## src/rtl/plm_pkg.sv

```systemverilog
// Shared field layout, width helpers and read-tag type for the PLM bank arbiter.
package plm_pkg;

    localparam int VALID_BIT     = 0;
    localparam int WR_BIT        = 1;
    localparam int VALUE_LSB     = 2;
    localparam int MAX_CONSUMERS = 8;
    localparam int TAG_ID_WIDTH  = $clog2(MAX_CONSUMERS);

    typedef struct packed {
        logic                    is_read;
        logic [TAG_ID_WIDTH-1:0] id;
    } tag_t;

    function automatic int bank_bits(input int nbanks);
        return $clog2(nbanks);
    endfunction

    function automatic int req_width(input int addr_width, input int value_width);
        return addr_width + value_width + 2;
    endfunction

    function automatic int plm_input_width(input int addr_width, input int value_width,
                                           input int nbanks);
        return addr_width - bank_bits(nbanks) + value_width + 1;
    endfunction

endpackage

```

## src/rtl/plm_bank_arbiter_if.sv

```systemverilog
// Consumer request/response and PLM port bundle shared by the arbiter and its environment.
interface plm_bank_arbiter_if
    import plm_pkg::*;
#(
    parameter int NCONSUMERS  = 8,
    parameter int NBANKS      = 4,
    parameter int NPORTS      = 2,
    parameter int ADDR_WIDTH  = 16,
    parameter int VALUE_WIDTH = 8
);
    localparam int REQ_W = req_width(ADDR_WIDTH, VALUE_WIDTH);
    localparam int PLM_W = plm_input_width(ADDR_WIDTH, VALUE_WIDTH, NBANKS);

    logic [REQ_W-1:0]       requests   [NCONSUMERS];
    logic [NCONSUMERS-1:0]  grants;
    logic [PLM_W-1:0]       plm_inputs [NPORTS];
    logic [NPORTS-1:0]      plm_en;
    logic [VALUE_WIDTH-1:0] plm_rdata  [NPORTS];
    logic [NCONSUMERS-1:0]  resp_valid;
    logic [VALUE_WIDTH-1:0] resp_data  [NCONSUMERS];

    modport master (
        output requests, plm_rdata,
        input  grants, plm_inputs, plm_en, resp_valid, resp_data
    );

    modport slave (
        input  requests, plm_rdata,
        output grants, plm_inputs, plm_en, resp_valid, resp_data
    );

endinterface

```

## src/rtl/read_tag_pipeline.sv

```systemverilog
// One PLM port's read tag delay line; the final stage lines up with that port's read data.
module read_tag_pipeline
    import plm_pkg::*;
#(
    parameter int DEPTH = 1
) (
    input  logic clk,
    input  logic reset,
    input  tag_t load_tag,
    output tag_t final_tag
);

    tag_t stage_r [DEPTH];

    // Shift the tag one stage per cycle; reset drops every in-flight read
    always_ff @(posedge clk) begin
        if (reset) begin
            for (int i = 0; i < DEPTH; i++) begin
                stage_r[i] <= '0;
            end
        end else begin
            stage_r[0] <= load_tag;
            for (int i = 1; i < DEPTH; i++) begin
                stage_r[i] <= stage_r[i-1];
            end
        end
    end

    assign final_tag = stage_r[DEPTH-1];

endmodule

```

## src/rtl/plm_bank_arbiter.sv

```systemverilog
// Per-bank round-robin arbiter: grants up to NPORTS consumers per cycle onto one PLM bank
// and routes returning read data back to the consumer that issued it.
module plm_bank_arbiter
    import plm_pkg::*;
#(
    parameter int NCONSUMERS   = 8,
    parameter int NBANKS       = 4,
    parameter int NPORTS       = 2,
    parameter int ADDR_WIDTH   = 16,
    parameter int VALUE_WIDTH  = 8,
    parameter int BANK_ID      = 0,
    parameter int READ_LATENCY = 1
) (
    input  logic              clk,
    input  logic              reset,
    plm_bank_arbiter_if.slave bus
);

    localparam int BANK_BITS = bank_bits(NBANKS);
    localparam int REQ_W     = req_width(ADDR_WIDTH, VALUE_WIDTH);
    localparam int PLM_W     = plm_input_width(ADDR_WIDTH, VALUE_WIDTH, NBANKS);
    localparam int ADDR_LSB  = VALUE_LSB + VALUE_WIDTH;
    localparam int PTR_W     = $clog2(NCONSUMERS);

    logic [NCONSUMERS-1:0]  eligible_s;
    logic [NCONSUMERS-1:0]  grant_s;
    logic [NPORTS-1:0]      port_vld_s;
    logic [PTR_W-1:0]       port_id_s    [NPORTS];
    logic [PTR_W-1:0]       ptr_r;
    logic [PTR_W-1:0]       ptr_next_s;
    logic [PLM_W-1:0]       plm_word_s   [NPORTS];
    logic [PLM_W-1:0]       plm_inputs_r [NPORTS];
    logic [NPORTS-1:0]      plm_en_r;
    logic [PTR_W-1:0]       port_id_r    [NPORTS];
    tag_t                   load_tag_s   [NPORTS];
    tag_t                   final_tag_s  [NPORTS];
    logic [NCONSUMERS-1:0]  resp_valid_r;
    logic [VALUE_WIDTH-1:0] resp_data_r  [NCONSUMERS];

    // Eligibility: a valid request whose low-order interleave bits select this bank
    always_comb begin
        eligible_s = '0;
        for (int c = 0; c < NCONSUMERS; c++) begin
            if (bus.requests[c][VALID_BIT] &&
                (bus.requests[c][ADDR_LSB +: BANK_BITS] == BANK_BITS'(BANK_ID))) begin
                eligible_s[c] = 1'b1;
            end else begin
                eligible_s[c] = 1'b0;
            end
        end
    end

    // Circular scan from ptr; the k-th winner takes port k and ptr moves past the last winner
    always_comb begin
        int n_granted;
        int idx;
        grant_s    = '0;
        port_vld_s = '0;
        ptr_next_s = ptr_r;
        n_granted  = 0;
        idx        = 0;
        for (int k = 0; k < NPORTS; k++) begin
            port_id_s[k] = '0;
        end
        if (reset) begin
            grant_s = '0;
        end else begin
            for (int i = 0; i < NCONSUMERS; i++) begin
                idx = (int'(ptr_r) + i) % NCONSUMERS;
                if (eligible_s[idx] && (n_granted < NPORTS)) begin
                    grant_s[idx]          = 1'b1;
                    port_vld_s[n_granted] = 1'b1;
                    port_id_s[n_granted]  = PTR_W'(idx);
                    ptr_next_s            = PTR_W'((idx + 1) % NCONSUMERS);
                    n_granted             = n_granted + 1;
                end else begin
                    n_granted = n_granted;
                end
            end
        end
    end

    // PLM port word: bank-local address (interleave bits stripped), value, write flag
    always_comb begin
        for (int k = 0; k < NPORTS; k++) begin
            plm_word_s[k] = '0;
            if (port_vld_s[k]) begin
                plm_word_s[k] = {bus.requests[port_id_s[k]][REQ_W-1 -: ADDR_WIDTH-BANK_BITS],
                                 bus.requests[port_id_s[k]][VALUE_LSB +: VALUE_WIDTH],
                                 bus.requests[port_id_s[k]][WR_BIT]};
            end else begin
                plm_word_s[k] = '0;
            end
        end
    end

    // Port registers and round-robin pointer
    always_ff @(posedge clk) begin
        if (reset) begin
            ptr_r    <= '0;
            plm_en_r <= '0;
            for (int k = 0; k < NPORTS; k++) begin
                plm_inputs_r[k] <= '0;
                port_id_r[k]    <= '0;
            end
        end else begin
            ptr_r    <= ptr_next_s;
            plm_en_r <= port_vld_s;
            for (int k = 0; k < NPORTS; k++) begin
                plm_inputs_r[k] <= plm_word_s[k];
                port_id_r[k]    <= port_id_s[k];
            end
        end
    end

    for (genvar k = 0; k < NPORTS; k++) begin : g_port
        assign load_tag_s[k] = {plm_en_r[k] & ~plm_inputs_r[k][0],
                                TAG_ID_WIDTH'(port_id_r[k])};

        read_tag_pipeline #(
            .DEPTH (READ_LATENCY)
        ) u_tags (
            .clk       (clk),
            .reset     (reset),
            .load_tag  (load_tag_s[k]),
            .final_tag (final_tag_s[k])
        );
    end

    // Read return; ports scanned high to low so port 0 wins a same-consumer collision
    always_ff @(posedge clk) begin
        if (reset) begin
            resp_valid_r <= '0;
            for (int c = 0; c < NCONSUMERS; c++) begin
                resp_data_r[c] <= '0;
            end
        end else begin
            resp_valid_r <= '0;
            for (int p = NPORTS - 1; p >= 0; p--) begin
                if (final_tag_s[p].is_read) begin
                    resp_valid_r[final_tag_s[p].id] <= 1'b1;
                    resp_data_r[final_tag_s[p].id]  <= bus.plm_rdata[p];
                end
            end
        end
    end

    assign bus.grants     = grant_s;
    assign bus.plm_inputs = plm_inputs_r;
    assign bus.plm_en     = plm_en_r;
    assign bus.resp_valid = resp_valid_r;
    assign bus.resp_data  = resp_data_r;

endmodule

```

## src/flat_wrapper.sv

```systemverilog
// flat-port wrapper written by rule: the top's interface ports become plain ports
module plm_bank_arbiter_flat import plm_pkg::*;
#(
    parameter int NCONSUMERS   = 8,
    parameter int NBANKS       = 4,
    parameter int NPORTS       = 2,
    parameter int ADDR_WIDTH   = 16,
    parameter int VALUE_WIDTH  = 8,
    parameter int BANK_ID      = 0,
    parameter int READ_LATENCY = 1
)
  (clk, reset, bus_requests, bus_plm_rdata, bus_grants, bus_plm_inputs, bus_plm_en, bus_resp_valid, bus_resp_data);
  plm_bank_arbiter_if #(.NCONSUMERS(NCONSUMERS), .NBANKS(NBANKS), .NPORTS(NPORTS), .ADDR_WIDTH(ADDR_WIDTH), .VALUE_WIDTH(VALUE_WIDTH)) bus_i ();
  input  logic clk;
  input  logic reset;
  input wire logic [$bits(bus_i.requests)-1:0] bus_requests;
  input wire logic [$bits(bus_i.plm_rdata)-1:0] bus_plm_rdata;
  output wire logic [$bits(bus_i.grants)-1:0] bus_grants;
  output wire logic [$bits(bus_i.plm_inputs)-1:0] bus_plm_inputs;
  output wire logic [$bits(bus_i.plm_en)-1:0] bus_plm_en;
  output wire logic [$bits(bus_i.resp_valid)-1:0] bus_resp_valid;
  output wire logic [$bits(bus_i.resp_data)-1:0] bus_resp_data;
  assign bus_i.requests = {>>{bus_requests}};
  assign bus_i.plm_rdata = {>>{bus_plm_rdata}};
  assign bus_grants = bus_i.grants;
  assign bus_plm_inputs = {>>{bus_i.plm_inputs}};
  assign bus_plm_en = bus_i.plm_en;
  assign bus_resp_valid = bus_i.resp_valid;
  assign bus_resp_data = {>>{bus_i.resp_data}};
  plm_bank_arbiter #(.NCONSUMERS(NCONSUMERS), .NBANKS(NBANKS), .NPORTS(NPORTS), .ADDR_WIDTH(ADDR_WIDTH), .VALUE_WIDTH(VALUE_WIDTH), .BANK_ID(BANK_ID), .READ_LATENCY(READ_LATENCY)) u_core (.clk(clk), .reset(reset), .bus(bus_i));
endmodule
```

## config.mk

```make
export PLATFORM = sky130hd
export DESIGN_NAME = plm_bank_arbiter_flat
export DESIGN_NICKNAME = d
export VERILOG_FILES = /design/src/rtl/plm_pkg.sv /design/src/rtl/plm_bank_arbiter_if.sv /design/src/rtl/read_tag_pipeline.sv /design/src/rtl/plm_bank_arbiter.sv /design/src/flat_wrapper.sv
export SDC_FILE = /design/constraint.sdc
export NUM_CORES = 1
export LEC_CHECK = 0
export CAP_MARGIN = 10
export CORE_ASPECT_RATIO = 0.8
export CORE_MARGIN = 2
export CORE_UTILIZATION = 43
export DETAILED_ROUTE_END_ITERATION = 7
export PLACE_DENSITY = 0.78
export SYNTH_ARGS = -nofsm -noshare
export SYNTH_HDL_FRONTEND = slang
export SYNTH_SLANG_ARGS = --single-unit
export TNS_END_PERCENT = 30
```

## constraint.sdc

```tcl
create_clock -name clk -period 7.9 [get_ports clk]
set_input_delay 1.185 -clock clk [delete_from_list [all_inputs] [get_ports clk]]
set_output_delay 1.185 -clock clk [all_outputs]
set_load 0.05 [all_outputs]
```

==> flow_metrics.tcl, run 1 <==
set metrics [dict create \
    place_ws_ps -135 \
    hpwl_mm 30.9 \
    async_flop_share_pct 0 \
    ant_nets 0 \
    syn_to_final_growth_pct 49.2 \
    grt_util_all_layers_pct 29.8 \
    max_freq_ghz 0.130 \
    maxCapViolCount 0 \
    wire_per_inst_um 21.8 \
    nets 1780 \
    layout_commonest_cell "clkdlybuf4s50_1" \
    ios 354 \
    synth_top_family_by_area "multiplexers" \
    root_buffer "clkbuf_16" \
    synth.distinct_cells 87 \
    initial_utilization_pct 43.7 \
    netlist.area_leader.share_pct 28.1 \
    num_rows 51 \
    min_path_type "flip-flop to flip-flop" \
    htreeDepth 4 \
    ys_seq_area_share_pct 25.9 \
    timing.final.crit_share_pct 97.1 \
    endpoint_kind "output port" \
    postCtsHoldBufs 0 \
    synth-seq-cells 137 \
    critPathBufInv 5 \
    drc 0 \
    synthSimpleGateAreaFrac_pct 14.3 \
    clock_path_buffers 2 \
    clock-sinks 137 \
    yosys.area.top_type "mux2i_1" \
    layout_common_cells "clkdlybuf4s50_1, mux2i_1, dfxtp_1" \
    holdWs_ps 441 \
    vias 11295 \
    min_period_ps 7670 \
    critPathLaunchType "primary input" \
    slew_headroom_pct 36.8 \
    synth-xor-area-share_pct 1.56 \
    dieArea_sq_mm 0.0259 \
    place_congestion 0.975 \
    cts_tree "built" \
    n_fill_cell 1907 \
    synthMuxAreaShare_pct 29.5 \
    port-buffer-count 353 \
    path_delay_family "simple AND/OR/NAND/NOR gates" \
    clk_latency_ps 430 \
    post-route-util_pct 65.2 \
    synth_edf_count 0 \
    crit_arrival_ps 6490 \
    fin_ws_ps 228 \
    synth_area_leaders "mux2i_1, dfxtp_1, a211oi_1" \
    outcome "complete, no violations" \
    grt_pass1_wl_mm 61.0 \
    synthAdderAreaFrac_pct 2.42 \
    die_h_um 144 \
    synth_nets 1434 \
    yosys_warnings 0 \
    antenna_found_initial 2 \
    grt_max_degree 80 \
    syn_inst 1190 \
    die_w_um 180 \
    worstSetupPathType "primary input to output port" \
    mappedNetlistArea_sq_mm 0.0106 \
    overflow 0 \
    required_ps 6710 \
    cts.clk_slew.worst_paths_ps 60 \
    drive_above_1_share_pct 13.3 \
    synth_compound_area_share_pct 20.1 \
    worst_slew_pin_slew_ps 944 \
    setup_viol 0 \
    drtIter0Drc 925 \
    worst_path_max_delay_cell "or4_4" \
    critPathMaxStageDelay_ps 540 \
    grt_pass1_vias 11010 \
    path_max_fanout 3 \
    coreArea_sq_mm 0.0242 \
    routed_via_density 6.04 \
    hold_viol_final 0 \
    slew_viol_final 0 \
    detail_route.first_pass.iterations 5 \
    drt-total-wl_mm 40.8 \
    fin_skew_ps 14.8 \
    synth-main-ff-cell "dfxtp_1" \
    numCtsBuffers 17 \
    avgSynthCellArea_sq_um 8.90 \
]
==> area by class of cell <==
| cell class | count | area [sq um] | area share [%] |
|---|---|---|---|
| inverter | 25 | 98.8 | 0.625 |
| antenna | 3 | 7.51 | 0.0475 |
| tap | 318 | 398 | 2.52 |
| multi-input combinational | 917 | 7560 | 47.8 |
| sequential | 137 | 2740 | 17.3 |
| clock buffer | 18 | 429 | 2.71 |
| clock inverter | 14 | 184 | 1.16 |
| timing repair buffer | 438 | 4390 | 27.8 |
==> worst reg2reg max path: cells and delay by family (launching register included) <==
| kind | cells | cell delay, ps |
|---|---|---|
| adder cells (fa/ha/maj) | 5 | 1550 |
| buffers and inverters | 7 | 1480 |
| AO/OA/AOI/OAI | 8 | 1410 |
| AND/OR/NAND/NOR | 4 | 800 |
| XOR/XNOR | 2 | 680 |
| multiplexers | 2 | 630 |
| flip-flops | 1 | 330 |
==> metal layers <==
layer | share of wire, % | vias up | global-route usage (%) | wire [um]
met5 | 0 | - | 0 | 0
met4 | 2.9 | 0 | 11.0 | 1180
met3 | 9.6 | 84 | 8.79 | 3920
met2 | 47 | 646 | 49.1 | 19200
met1 | 41 | 5359 | 37.0 | 16500
li1 | - | 5206 | - | -
==> cells by family after synthesis <==
kind of cell / count (synthesis)
mux: 305
flops: 137
compound gates: 295
buf+inv: 136
xor+xnor: 15
fa+ha+maj: 21
simple gates: 281
==> Yosys cell counts, drive strengths merged, types with 14 or more instances <==
library cell,number
mux2i,297
dfxtp,137
nor2,99
a211oi,77
buf,63
o22ai,54
clkbuf,48
a21oi,47
nand2,45
or2,26
inv,24
a22o,23
o21ai,22
nand3,20
ha,18
nor3,14
nor4b,14
==> registers in the layout (all words and copies together) (netlist names) <==
name	flops
u_core.ptr_r	3
u_core.g_port.u_tags.stage_r	8
u_core.bus.resp_data	64
u_core.bus.plm_inputs	46
u_core.port_id_r	6
u_core.bus.resp_valid	8
u_core.bus.plm_en	2
==> metrics by stage <==
stage                     TNS, ps  area, sq um  instances
after floorplan                 0        10700       1190
final                           0        15800       1870
after detailed placement     -535        14900       1832
after CTS                       0        15600       1864
after global placement          0        14900       1832
after global routing        -25.6        15800       1869
==> worst paths after layout <==
kind	endpoint	from	slack, ps	depth (start not counted)
hold / removal	u_core.g_port[0].u_tags.stage_r[0][0]$_SDFF_PP0_	u_core.port_id_r[0][0]$_SDFF_PP0_	440	1
setup reg to reg	u_core.bus.plm_inputs[45]$_SDFF_PP0_	u_core.ptr_r[1]$_SDFFE_PP0P_	930	28
hold reg to reg	u_core.g_port[0].u_tags.stage_r[0][0]$_SDFF_PP0_	u_core.port_id_r[0][0]$_SDFF_PP0_	440	1
setup / recovery	bus_grants[4]	bus_requests[78]	230	26
==> timing repair <==
action	4_1_cts	5_1_grt
setup endpoints to repair	8	8
cloned	0	0
buffers inserted	0	3
pin swaps	0	16
gates resized for setup	4	44
Power of run 1 is left out: the tool's default activity adds up to more than one toggle a clock period on the data nets, which glitch-free logic cannot reach.
==> run 2: changes to the inputs <==
- CELL_PAD_IN_SITES_DETAIL_PLACEMENT: unset -> 1
- CELL_PAD_IN_SITES_GLOBAL_PLACEMENT: unset -> 1
- CORE_UTILIZATION: 43 -> 31
- GPL_TIMING_DRIVEN: unset -> 0
- PLACE_DENSITY: 0.78 -> 0.77
==> run 2 against run 1 <==
Design area grew 3.1%. Clock skew about the same. Critical path depth up 1. Register-to-register slack got worse by 690 ps. First-iteration DRC count down 9.9%. Wire length up 30%. Non-clock buffer count is 70 higher. Largest cell class unchanged. The run now ends with max-capacitance violations left. Worst setup slack got worse by 150 ps. Via count up 7.1%.
==> flow_metrics.tcl, run 2 (same netlist as run 1, synthesis figures left out) <==
set metrics [dict create \
    initial_utilization_pct 31.5 \
    postCtsHoldBufs 0 \
    place_ws_ps -2460 \
    grt_max_degree 17 \
    dieArea_sq_mm 0.0357 \
    cts_tree "built" \
    clock-sinks 137 \
    detail_route.first_pass.iterations 7 \
    nets 1850 \
    grt_pass1_wl_mm 77.8 \
    syn_to_final_growth_pct 53.8 \
    required_ps 6710 \
    violations "max-capacitance violations" \
    maxCapViolCount 1 \
    layout_common_cells "clkdlybuf4s50_1, mux2i_1, dfxtp_1" \
    ant_nets 0 \
    cts.clk_slew.worst_paths_ps 60 \
    fin_area_sq_mm 0.0163 \
    fin_ws_ps 80.9 \
    antenna_found_initial 2 \
    outcome "complete, but fails checks" \
    routed_via_density 5.89 \
    place_congestion 0.936 \
    drive_above_1_share_pct 16.2 \
    grt_util_all_layers_pct 28.5 \
    drt-total-wl_mm 52.9 \
    die_w_um 211 \
    fin_skew_ps 14.7 \
    die_h_um 169 \
    crit_arrival_ps 6630 \
    root_buffer "clkbuf_16" \
    final_cells 2055 \
    worstSetupPathType "primary input to output port" \
    drtIter0Drc 833 \
    hpwl_mm 38.5 \
    overflow 0 \
    vias 12095 \
    grt_pass1_vias 12676 \
    hold_viol_final 0 \
    post-place-cells 1960 \
    drc 0 \
    min_path_type "flip-flop to flip-flop" \
    clk_latency_ps 430 \
    coreArea_sq_mm 0.0336 \
    numCtsBuffers 17 \
    endpoint_kind "output port" \
    num_rows 60 \
    slew_headroom_pct 1.85 \
    largest_reg_flops 64 \
    clock_path_buffers 2 \
    worst_slew_pin_slew_ps 1460 \
    path_max_fanout 3 \
    max_freq_ghz 0.128 \
    ios 354 \
    fin_tns_setup_ps 0 \
    setup_viol 0 \
    port-buffer-count 336 \
    layout_commonest_cell "clkdlybuf4s50_1" \
    min_period_ps 7820 \
    critPathLaunchType "primary input" \
    timing.final.crit_share_pct 99.0 \
    htreeDepth 4 \
    slew_viol_final 0 \
    wire_per_inst_um 25.7 \
    place_area_sq_mm 0.0146 \
]
run 2: cell count changes in the layout (fill, tap and decap cells not counted), moves of 4 or more:
cell             delta
a2111oi_1           -4
buf_1              +15
buf_12             -12
buf_2              +21
buf_6              +10
clkbuf_1           +40
clkbuf_8            +4
clkdlybuf4s50_1    -23
dlygate4sd2_1      +23
dlymetal6s2s_1     -16
nor3b_2             -4
nor3b_4             +6
nor4b_2             +4
run 2: metal layers:
layer  global-route usage (%)  up-vias  share of wire [%]
met4                     9.89        0                2.8
li1                         -     5336                  -
met5                        0        -                  0
met1                     36.8     5975                 42
met3                     6.51      128                8.9
met2                     46.9      656                 46
run 2: through the flow:
stage / hold WS (ps) / utilization, %
after floorplan: 414 / -
final: 438 / 48.5
after CTS: 443 / 47.8
after detailed placement: 429 / 43.5
after global placement: 418 / 43.5
after global routing: 457 / 48.5
run 2: what timing repair did:
action	CTS	global route
endpoints found under the hold margin	0	0
setup buffers	55	7
resized for setup	166	33
pin swaps	29	12
endpoints found under the setup margin	64	30
run 2: worst paths after layout:
kind                                                        start                                                to  slack, ps  depth (start not counted)
worst min register to register  u_core.port_id_r[0][0]$_SDFF_PP0_  u_core.g_port[0].u_tags.stage_r[0][0]$_SDFF_PP0_        440                          1
worst max register to register       u_core.ptr_r[1]$_SDFFE_PP0P_              u_core.bus.plm_inputs[15]$_SDFF_PP0_        240                         34
worst min-delay path            u_core.port_id_r[0][0]$_SDFF_PP0_  u_core.g_port[0].u_tags.stage_r[0][0]$_SDFF_PP0_        440                          1
worst max-delay path                            bus_requests[193]                                     bus_grants[0]         80                         27
run 2: cell type report:
class / instances / area [sq um]
plain buffers: 110 / 684
fillers: 3837 / 17300
multi-input cells: 917 / 7780
inverters: 25 / 118
well taps: 434 / 543
clock inverters: 11 / 133
clock buffers: 21 / 470
diodes: 2 / 5.00
flip-flops and latches: 137 / 2750
repair buffers: 398 / 3810
run 2: worst max-delay path: stages:
cell	delay, ps
dlygate4sd2_1	350
nor4b_4	380
a2111oi_2	120
or4_4	530
inv_4	80
clkbuf_16	130
ha_4	200
clkbuf_16	150
xnor2_4	190
ha_4	250
a21oi_4	160
inv_2	70
ha_4	270
o211ai_1	100
and3_4	200
ha_1	270
inv_1	70
o2111ai_1	90
and2_4	250
ha_1	280
nor2b_4	150
o21a_4	200
a21oi_2	100
a21oi_1	210
nor2_1	90
a211oi_4	210
buf_2	310
Power of run 2 is left out for the same reason.
